### src/rtl/led_pwm_bank.sv
// led_pwm_bank: N-channel LED PWM engine with an integrated register bank.
// Host access is a simple strobe-based register bus (addr/w_en/r_en).
// Each LED can be OFF, ON, individually dimmed, or group dimmed/blinked.
// Optional build macro LED_PWM_SHADOW_EN: PWMn, GRPPWM and GRPFREQ writes go
// to shadow copies that are applied on the PWM period wrap (glitch-free).
// Without the macro those writes take effect on the next clock.

module led_pwm_bank #(
    parameter int NUM_LEDS  = 4,
    parameter int DATA_BITS = 8,
    parameter int ADDR_BITS = 4
) (
    input  logic                 clk,
    input  logic                 reset,
    input  logic                 sleep,
    input  logic [ADDR_BITS-1:0] addr,
    input  logic                 w_en,
    input  logic                 r_en,
    input  logic [DATA_BITS-1:0] wdata,
    output logic [DATA_BITS-1:0] rdata,
    output logic                 rvalid,
    output logic [NUM_LEDS-1:0]  led_out
);

    localparam int DB           = DATA_BITS;
    localparam int GRPPWM_ADDR  = NUM_LEDS + 1;
    localparam int GRPFREQ_ADDR = NUM_LEDS + 2;
    localparam int LOUT_BASE    = NUM_LEDS + 3;
    localparam int NUM_LOUT     = (NUM_LEDS + 3) / 4;

    localparam logic [1:0] LED_OFF = 2'd0;
    localparam logic [1:0] LED_ON  = 2'd1;
    localparam logic [1:0] LED_IND = 2'd2;
    localparam logic [1:0] LED_GRP = 2'd3;

    localparam logic [DB:0] ONE_EXT = 1;

    genvar gi;

    // Address widened once so every decode compares against plain integers.
    logic [31:0] addr_w;
    assign addr_w = 32'(addr);

    // ------------------------------------------------------------------
    // MODE register and derived control bits
    // ------------------------------------------------------------------
    logic [DB-1:0] mode_reg;
    logic          asleep;
    logic          dim_blink;
    logic          invert;
    logic          output_change;

    // MODE is plain storage; auto_increment and reserved bits are kept for readback only.
    always_ff @(posedge clk or negedge reset) begin
        if (!reset) begin
            mode_reg <= '0;
        end else if (w_en && addr_w == 32'd0) begin
            mode_reg <= wdata;
        end
    end

    assign asleep        = sleep | mode_reg[4];
    assign dim_blink     = mode_reg[3];
    assign invert        = mode_reg[2];
    assign output_change = mode_reg[1];

    // ------------------------------------------------------------------
    // PWM period and blink counters
    // ------------------------------------------------------------------
    logic [DB-1:0] pwm_cnt_reg;
    logic [DB-1:0] blink_cnt_reg;
    logic          wrap;

    // wrap marks the last clock of a PWM period (the edge where pwm_cnt rolls to 0).
    assign wrap = !asleep && (pwm_cnt_reg == {DB{1'b1}});

    // Free-running period counter, parked at 0 while asleep so wake-up starts a fresh period.
    always_ff @(posedge clk or negedge reset) begin
        if (!reset) begin
            pwm_cnt_reg <= '0;
        end else if (asleep) begin
            pwm_cnt_reg <= '0;
        end else begin
            pwm_cnt_reg <= pwm_cnt_reg + DB'(1);
        end
    end

    // ------------------------------------------------------------------
    // Group registers (host-visible copy and the copy the PWM logic uses)
    // ------------------------------------------------------------------
    logic [DB-1:0] grppwm_wr_reg;
    logic [DB-1:0] grpfreq_wr_reg;
    logic [DB-1:0] grppwm_act;
    logic [DB-1:0] grpfreq_act;

    // Host writes to GRPPWM / GRPFREQ.
    always_ff @(posedge clk or negedge reset) begin
        if (!reset) begin
            grppwm_wr_reg  <= '1;
            grpfreq_wr_reg <= '0;
        end else if (w_en) begin
            if (addr_w == 32'(GRPPWM_ADDR)) begin
                grppwm_wr_reg <= wdata;
            end
            if (addr_w == 32'(GRPFREQ_ADDR)) begin
                grpfreq_wr_reg <= wdata;
            end
        end
    end

`ifdef LED_PWM_SHADOW_EN
    logic [DB-1:0] grppwm_act_reg;
    logic [DB-1:0] grpfreq_act_reg;

    // Shadowed group values are applied only at the period boundary.
    always_ff @(posedge clk or negedge reset) begin
        if (!reset) begin
            grppwm_act_reg  <= '1;
            grpfreq_act_reg <= '0;
        end else if (wrap) begin
            grppwm_act_reg  <= grppwm_wr_reg;
            grpfreq_act_reg <= grpfreq_wr_reg;
        end
    end

    assign grppwm_act  = grppwm_act_reg;
    assign grpfreq_act = grpfreq_act_reg;
`else
    assign grppwm_act  = grppwm_wr_reg;
    assign grpfreq_act = grpfreq_wr_reg;
`endif

    // Blink counter advances once per period and returns to 0 after reaching GRPFREQ.
    // The compare uses the written GRPFREQ: that is the value in force after this
    // wrap in either build, and '>=' also clears a count stranded above a lowered GRPFREQ.
    always_ff @(posedge clk or negedge reset) begin
        if (!reset) begin
            blink_cnt_reg <= '0;
        end else if (asleep) begin
            blink_cnt_reg <= '0;
        end else if (wrap) begin
            if (blink_cnt_reg >= grpfreq_wr_reg) begin
                blink_cnt_reg <= '0;
            end else begin
                blink_cnt_reg <= blink_cnt_reg + DB'(1);
            end
        end
    end

    // ------------------------------------------------------------------
    // Group blink gate: blink_cnt * 2^DB < (GRPFREQ + 1) * GRPPWM, full width
    // ------------------------------------------------------------------
    logic [2*DB:0] blink_pos;
    logic [2*DB:0] blink_lim;
    logic          group_gate;

    assign blink_pos  = {1'b0, blink_cnt_reg, {DB{1'b0}}};
    assign blink_lim  = {{DB{1'b0}}, ({1'b0, grpfreq_act} + ONE_EXT)} *
                        {{(DB + 1){1'b0}}, grppwm_act};
    assign group_gate = !dim_blink || (blink_pos < blink_lim);

    // ------------------------------------------------------------------
    // Per-LED duty registers, mode registers and raw output
    // ------------------------------------------------------------------
    logic [DB*NUM_LEDS-1:0] pwm_rd_all;
    logic [2*NUM_LEDS-1:0]  lmode_rd_all;
    logic [NUM_LEDS-1:0]    raw;

    generate
        for (gi = 0; gi < NUM_LEDS; gi++) begin : g_led
            localparam int LOUT_ADDR = LOUT_BASE + gi / 4;
            localparam int LOUT_LSB  = 2 * (gi % 4);

            logic [DB-1:0]   pwm_wr_reg;
            logic [DB-1:0]   pwm_act;
            logic [1:0]      lmode_wr_reg;
            logic [1:0]      lmode_act_reg;
            logic [1:0]      lmode_eff;
            logic [2*DB-1:0] grp_prod;
            logic [2*DB-1:0] grp_duty;
            logic            ind_on;
            logic            raw_bit;

            // Host write to PWMn.
            always_ff @(posedge clk or negedge reset) begin
                if (!reset) begin
                    pwm_wr_reg <= '0;
                end else if (w_en && addr_w == 32'(gi + 1)) begin
                    pwm_wr_reg <= wdata;
                end
            end

`ifdef LED_PWM_SHADOW_EN
            logic [DB-1:0] pwm_act_reg;

            // Shadowed duty is applied at the period boundary.
            always_ff @(posedge clk or negedge reset) begin
                if (!reset) begin
                    pwm_act_reg <= '0;
                end else if (wrap) begin
                    pwm_act_reg <= pwm_wr_reg;
                end
            end

            assign pwm_act = pwm_act_reg;
`else
            assign pwm_act = pwm_wr_reg;
`endif

            // Host write to this LED's 2-bit field inside its LEDOUT register.
            always_ff @(posedge clk or negedge reset) begin
                if (!reset) begin
                    lmode_wr_reg <= LED_OFF;
                end else if (w_en && addr_w == 32'(LOUT_ADDR)) begin
                    lmode_wr_reg <= wdata[LOUT_LSB +: 2];
                end
            end

            // Applied mode tracks the written one every clock in immediate mode,
            // otherwise only at the period boundary.
            always_ff @(posedge clk or negedge reset) begin
                if (!reset) begin
                    lmode_act_reg <= LED_OFF;
                end else if (output_change || wrap) begin
                    lmode_act_reg <= lmode_wr_reg;
                end
            end

            assign lmode_eff = output_change ? lmode_wr_reg : lmode_act_reg;

            // Group-dimmed duty is (PWMn * GRPPWM) >> DB, kept wide for the compare.
            assign grp_prod = {{DB{1'b0}}, pwm_act} * {{DB{1'b0}}, grppwm_act};
            assign grp_duty = grp_prod >> DB;
            assign ind_on   = pwm_cnt_reg < pwm_act;

            // Raw (pre-inversion) LED level from the selected mode.
            always_comb begin
                raw_bit = 1'b0;
                case (lmode_eff)
                    LED_OFF: raw_bit = 1'b0;
                    LED_ON:  raw_bit = 1'b1;
                    LED_IND: raw_bit = ind_on;
                    LED_GRP: begin
                        if (dim_blink) begin
                            raw_bit = ind_on && group_gate;
                        end else begin
                            raw_bit = {{DB{1'b0}}, pwm_cnt_reg} < grp_duty;
                        end
                    end
                    default: raw_bit = 1'b0;
                endcase
            end

            assign raw[gi]                   = raw_bit;
            assign pwm_rd_all[gi*DB +: DB]   = pwm_wr_reg;
            assign lmode_rd_all[2*gi +: 2]   = lmode_wr_reg;
        end
    endgenerate

    // ------------------------------------------------------------------
    // Read path
    // ------------------------------------------------------------------
    logic [8*NUM_LOUT-1:0] lout_img;
    logic [DB-1:0]         rd_mux;
    logic [DB-1:0]         rdata_reg;
    logic                  rvalid_reg;
    logic [NUM_LEDS-1:0]   led_out_reg;

    // LEDOUT image padded with zeros for LED slots that do not exist.
    always_comb begin
        lout_img                   = '0;
        lout_img[2*NUM_LEDS-1:0]   = lmode_rd_all;
    end

    // Register read multiplexer; unmapped addresses read as zero.
    always_comb begin
        rd_mux = '0;
        if (addr_w == 32'd0) begin
            rd_mux = mode_reg;
        end else if (addr_w == 32'(GRPPWM_ADDR)) begin
            rd_mux = grppwm_wr_reg;
        end else if (addr_w == 32'(GRPFREQ_ADDR)) begin
            rd_mux = grpfreq_wr_reg;
        end else begin
            for (int i = 0; i < NUM_LEDS; i++) begin
                if (addr_w == 32'(i + 1)) begin
                    rd_mux = pwm_rd_all[i*DB +: DB];
                end
            end
            for (int k = 0; k < NUM_LOUT; k++) begin
                if (addr_w == 32'(LOUT_BASE + k)) begin
                    rd_mux[7:0] = lout_img[8*k +: 8];
                end
            end
        end
    end

    // Registered read response; sampling before any same-edge write gives pre-write data.
    always_ff @(posedge clk or negedge reset) begin
        if (!reset) begin
            rdata_reg  <= '0;
            rvalid_reg <= 1'b0;
        end else begin
            rvalid_reg <= r_en;
            if (r_en) begin
                rdata_reg <= rd_mux;
            end
        end
    end

    // Output stage: one cycle behind pwm_cnt, forced to the idle level while asleep.
    always_ff @(posedge clk or negedge reset) begin
        if (!reset) begin
            led_out_reg <= '0;
        end else if (asleep) begin
            led_out_reg <= {NUM_LEDS{invert}};
        end else begin
            led_out_reg <= raw ^ {NUM_LEDS{invert}};
        end
    end

    assign rdata   = rdata_reg;
    assign rvalid  = rvalid_reg;
    assign led_out = led_out_reg;

endmodule

### config.mk
export PLATFORM = sky130hd
export DESIGN_NAME = led_pwm_bank
export DESIGN_NICKNAME = d
export VERILOG_FILES = /design/src/rtl/led_pwm_bank.sv
export SDC_FILE = /design/constraint.sdc
export NUM_CORES = 1
export LEC_CHECK = 0
export BUFFER_PORTS_ARGS = -buffer_cell sky130_fd_sc_hd__buf_2
export CAP_MARGIN = 20
export CORE_AREA = 2 2 175 177
export DETAILED_ROUTE_END_ITERATION = 8
export DIE_AREA = 0 0 177 179
export PLACE_DENSITY = 0.7
export SYNTH_ARGS = -nofsm -noshare
export SYNTH_HDL_FRONTEND = slang
export SYNTH_SLANG_ARGS = --single-unit
### constraint.sdc
create_clock -name clk -period 12.2 [get_ports clk]
set_input_delay 0.61 -clock clk [delete_from_list [all_inputs] [get_ports clk]]
set_output_delay 0.61 -clock clk [all_outputs]
set_load 0.02 [all_outputs]
==> qor.csv <==
metric,value,unit
IO Count,30,
sequential share of the synthesized area,15.74,%
summed area of non-filler cells in the final layout,16810,um2
met3 wire length,2.546,mm
Net Sw Power,2189,uW
number of register bits inferred by synthesis,101,
total global routing track utilization,26.59,%
total clock sinks,101,
start of the worst register-to-register path,grpfreq_act[0],
DIE AREA,31680,um2
commonest cells in the synthesized netlist,"280 x sky130_fd_sc_hd__inv_1, 244 x sky130_fd_sc_hd__ha_1, 188 x sky130_fd_sc_hd__nand2_1",
type of the setup path with the least slack,reg2reg,
Worst EP required,12.48,ns
max-cap viol count,0,
terminus of the critical flop-to-flop path,led_out[3],
area growth from synthesis to layout,4.308,%
peak supply drop,0.0002335,V
area of the core,30030,um2
count of hold-fix buffers inserted at cts,0,
via count,12440,
fraction of the cycle the final worst path needs,63.65,%
max-slew violations,0,
Post-CTS Setup Bufs,0,
minimum hold slack,0.1879,ns
cells after synthesis,1790,
Detail Route Antenna Nets,0,
wire length per cell after detailed routing,18.34,um
status,"finished, final reports clean",
number of nets produced by synthesis,2233,
internal cell power,2059,uW
CP max-delay cell,sky130_fd_sc_hd__a21oi_1,
Die H,179,um
Final #Nets,2197,
"critical path fanouts, max",14,
Antenna diodes,0,
worst path arrival time,8.05,ns
top-count cell post-synth,sky130_fd_sc_hd__inv_1,
final weighted congestion in routability-driven placement,0.9189,
cell area after technology mapping,16120,um2
aggregate negative setup slack,0,ns
path class of the lowest-slack min-delay path,in2async,
buffers plus inverters on the worst setup path,2,
clock tree from TritonCTS,built,
"count of placed standard cells in the final layout, fillers left out",2155,
post-detailed-route via-to-cell ratio,5.773,
PD cells,252.6,nW/um2
sequential share of power,14.0,%
actual transition at the worst max-transition pin,1.072,ns
overflow left after global routing,0,
worst reg2reg setup slack,4.43,ns
number of enable flip-flop cells after synthesis,0,
setup clock skew after layout,0.01028,ns
Worst path max stage delay,0.65,ns
cell repeated most along the worst path,sky130_fd_sc_hd__fa_1,
worst reg2reg path depth,27,
CTS H-tree lvls,3,
top cell type's share of synthesized area,22.60,%
antenna violations before repair,0,
starting density of the core,53.68,%
Hold Fails Final Rpt,0,
largest net degree at the start of global routing,67,
crit end category,flop,
final critical path time including I/O delays and setup,7.766,ns
Clk pwr share,7.3,%
count of synthesis-stage warnings from yosys,0,
clk buf depth,2,
clock buffer count from CTS,9,
first-pass GRT wire length,65.61,mm
Final setup viols,0,
combinational fraction of design power,78.7,%
final total power,4248,uW
leakage,0.008654,uW
async set or reset register ratio after synthesis,100.0,%
worst skew pair latency,0.37,ns
Largest register FFs,32,
cell taking the most area after synthesis,sky130_fd_sc_hd__fa_1,
port bufs,29,
maximum clock rate,128.8,MHz
unrepaired setup endpoints after global routing,false,
dpl hpwl,29.73,mm
row cnt,64,
Metal-1 WL,16.96,mm
Highest Signal Layer,met4,
layout cells sized above 1,7.561,%
CTS Root Cell,sky130_fd_sc_hd__clkbuf_16,
number of global-route vias before repair,12740,
Worst setup SP type,flop,
Post-DP Area,16490,um2
top flip-flop cell by instance count after synthesis,sky130_fd_sc_hd__dfrtp_1,
first-pass detailed-route iteration total,5,
post-cts resize count,0,
total wirelength of the detailed-routed design,39.53,mm
post-synth cell types,58,
Worst path top cell family by delay,adder cells,
die span in x,177,um
DRT iter0 DRCs,862,
fillcell total,2697,
Sw Ratio,51.53,%
clock slew at reported path FFs,0.08,ns
Mean Syn Cell Area,9.005,um2
routed wl met2,18.48,mm
Post-route DRC,0,
Cells after DPL,2138,
top post-synthesis cells by area,"sky130_fd_sc_hd__fa_1 23%, sky130_fd_sc_hd__ha_1 19%, sky130_fd_sc_hd__dfrtp_1 14%",
worst slew slack as a fraction of its limit,28.17,%
-- final cells by class --
| type | instances | area (um2) | area share [%] |
|---|---|---|---|
| timing repair buffer | 36 | 197.7 | 1.176 |
| clock inverter | 7 | 88.84 | 0.5284 |
| clock buffer | 9 | 225.2 | 1.339 |
| multi-input combinational | 1326 | 12220 | 72.67 |
| inverter | 280 | 1051 | 6.251 |
| tap | 396 | 495.5 | 2.947 |
| sequential | 101 | 2537 | 15.09 |
-- metal layers --
metal | vias up | track usage [%]
met5 | - | 0
met4 | 0 | 10.74
met3 | 95 | 3.774
met2 | 379 | 43.16
met1 | 6206 | 35.91
li1 | 5760 | -
-- kinds of logic after synthesis --
| kind of cell | synth area share, % |
|---|---|
| simple gates | 17.35 |
| fa+ha+maj | 41.54 |
| buf+inv | 8.461 |
| compound gates | 9.501 |
| flops | 15.74 |
| mux | 4.525 |
| xor+xnor | 2.880 |
-- cell usage in the layout (no fill, tap or decap), types with 27 or more instances in the layout --
cell / synthesis / layout
sky130_fd_sc_hd__nand2b_1: 30 / 30
sky130_fd_sc_hd__and2_1: 148 / 148
sky130_fd_sc_hd__nor2b_1: 43 / 43
sky130_fd_sc_hd__buf_2: 1 / 28
sky130_fd_sc_hd__ha_1: 244 / 244
sky130_fd_sc_hd__dfrtp_1: 93 / 93
sky130_fd_sc_hd__nor2_1: 54 / 54
sky130_fd_sc_hd__a21oi_1: 27 / 27
sky130_fd_sc_hd__o21ai_0: 79 / 79
sky130_fd_sc_hd__mux2_2: 63 / 63
sky130_fd_sc_hd__nand2_1: 188 / 188
sky130_fd_sc_hd__fa_1: 182 / 182
sky130_fd_sc_hd__inv_1: 280 / 280
sky130_fd_sc_hd__xnor2_1: 27 / 27
-- metrics by stage --
| stage | util [%] | setup WS, ns |
|---|---|---|
| after floorplan | - | 5.895 |
| after global placement | 54.93 | 4.991 |
| after detailed placement | 54.93 | 4.568 |
| after CTS | 55.97 | 4.488 |
| after global routing | 55.99 | 3.939 |
| final | 55.99 | 4.434 |
-- how the worst max path moves through the flow --
| stage | start | end | slack [ns] | cells after the start |
|---|---|---|---|---|
| after floorplan | grppwm_act[5] | led_out[0] | 5.89 | 24 |
| after global placement | grpfreq_act[0] | led_out[3] | 4.99 | 26 |
| after detailed placement | grpfreq_act[0] | led_out[2] | 4.57 | 27 |
| after CTS | grpfreq_act[0] | led_out[3] | 4.49 | 27 |
| after global routing | grpfreq_act[0] | led_out[3] | 3.94 | 27 |
| final | grpfreq_act[0] | led_out[3] | 4.43 | 27 |
-- power by group through the flow --
stage / Combinational (uW) / Clock (uW) / Sequential [uW]
after detailed placement: 3350 / 0 / 597
after global placement: 3230 / 0 / 594
after global routing: 3920 / 327 / 610
final: 3340 / 311 / 596
after CTS: 3390 / 313 / 591
after floorplan: 2660 / 0 / 476
Note: power is estimated with default switching activity, not from simulation.
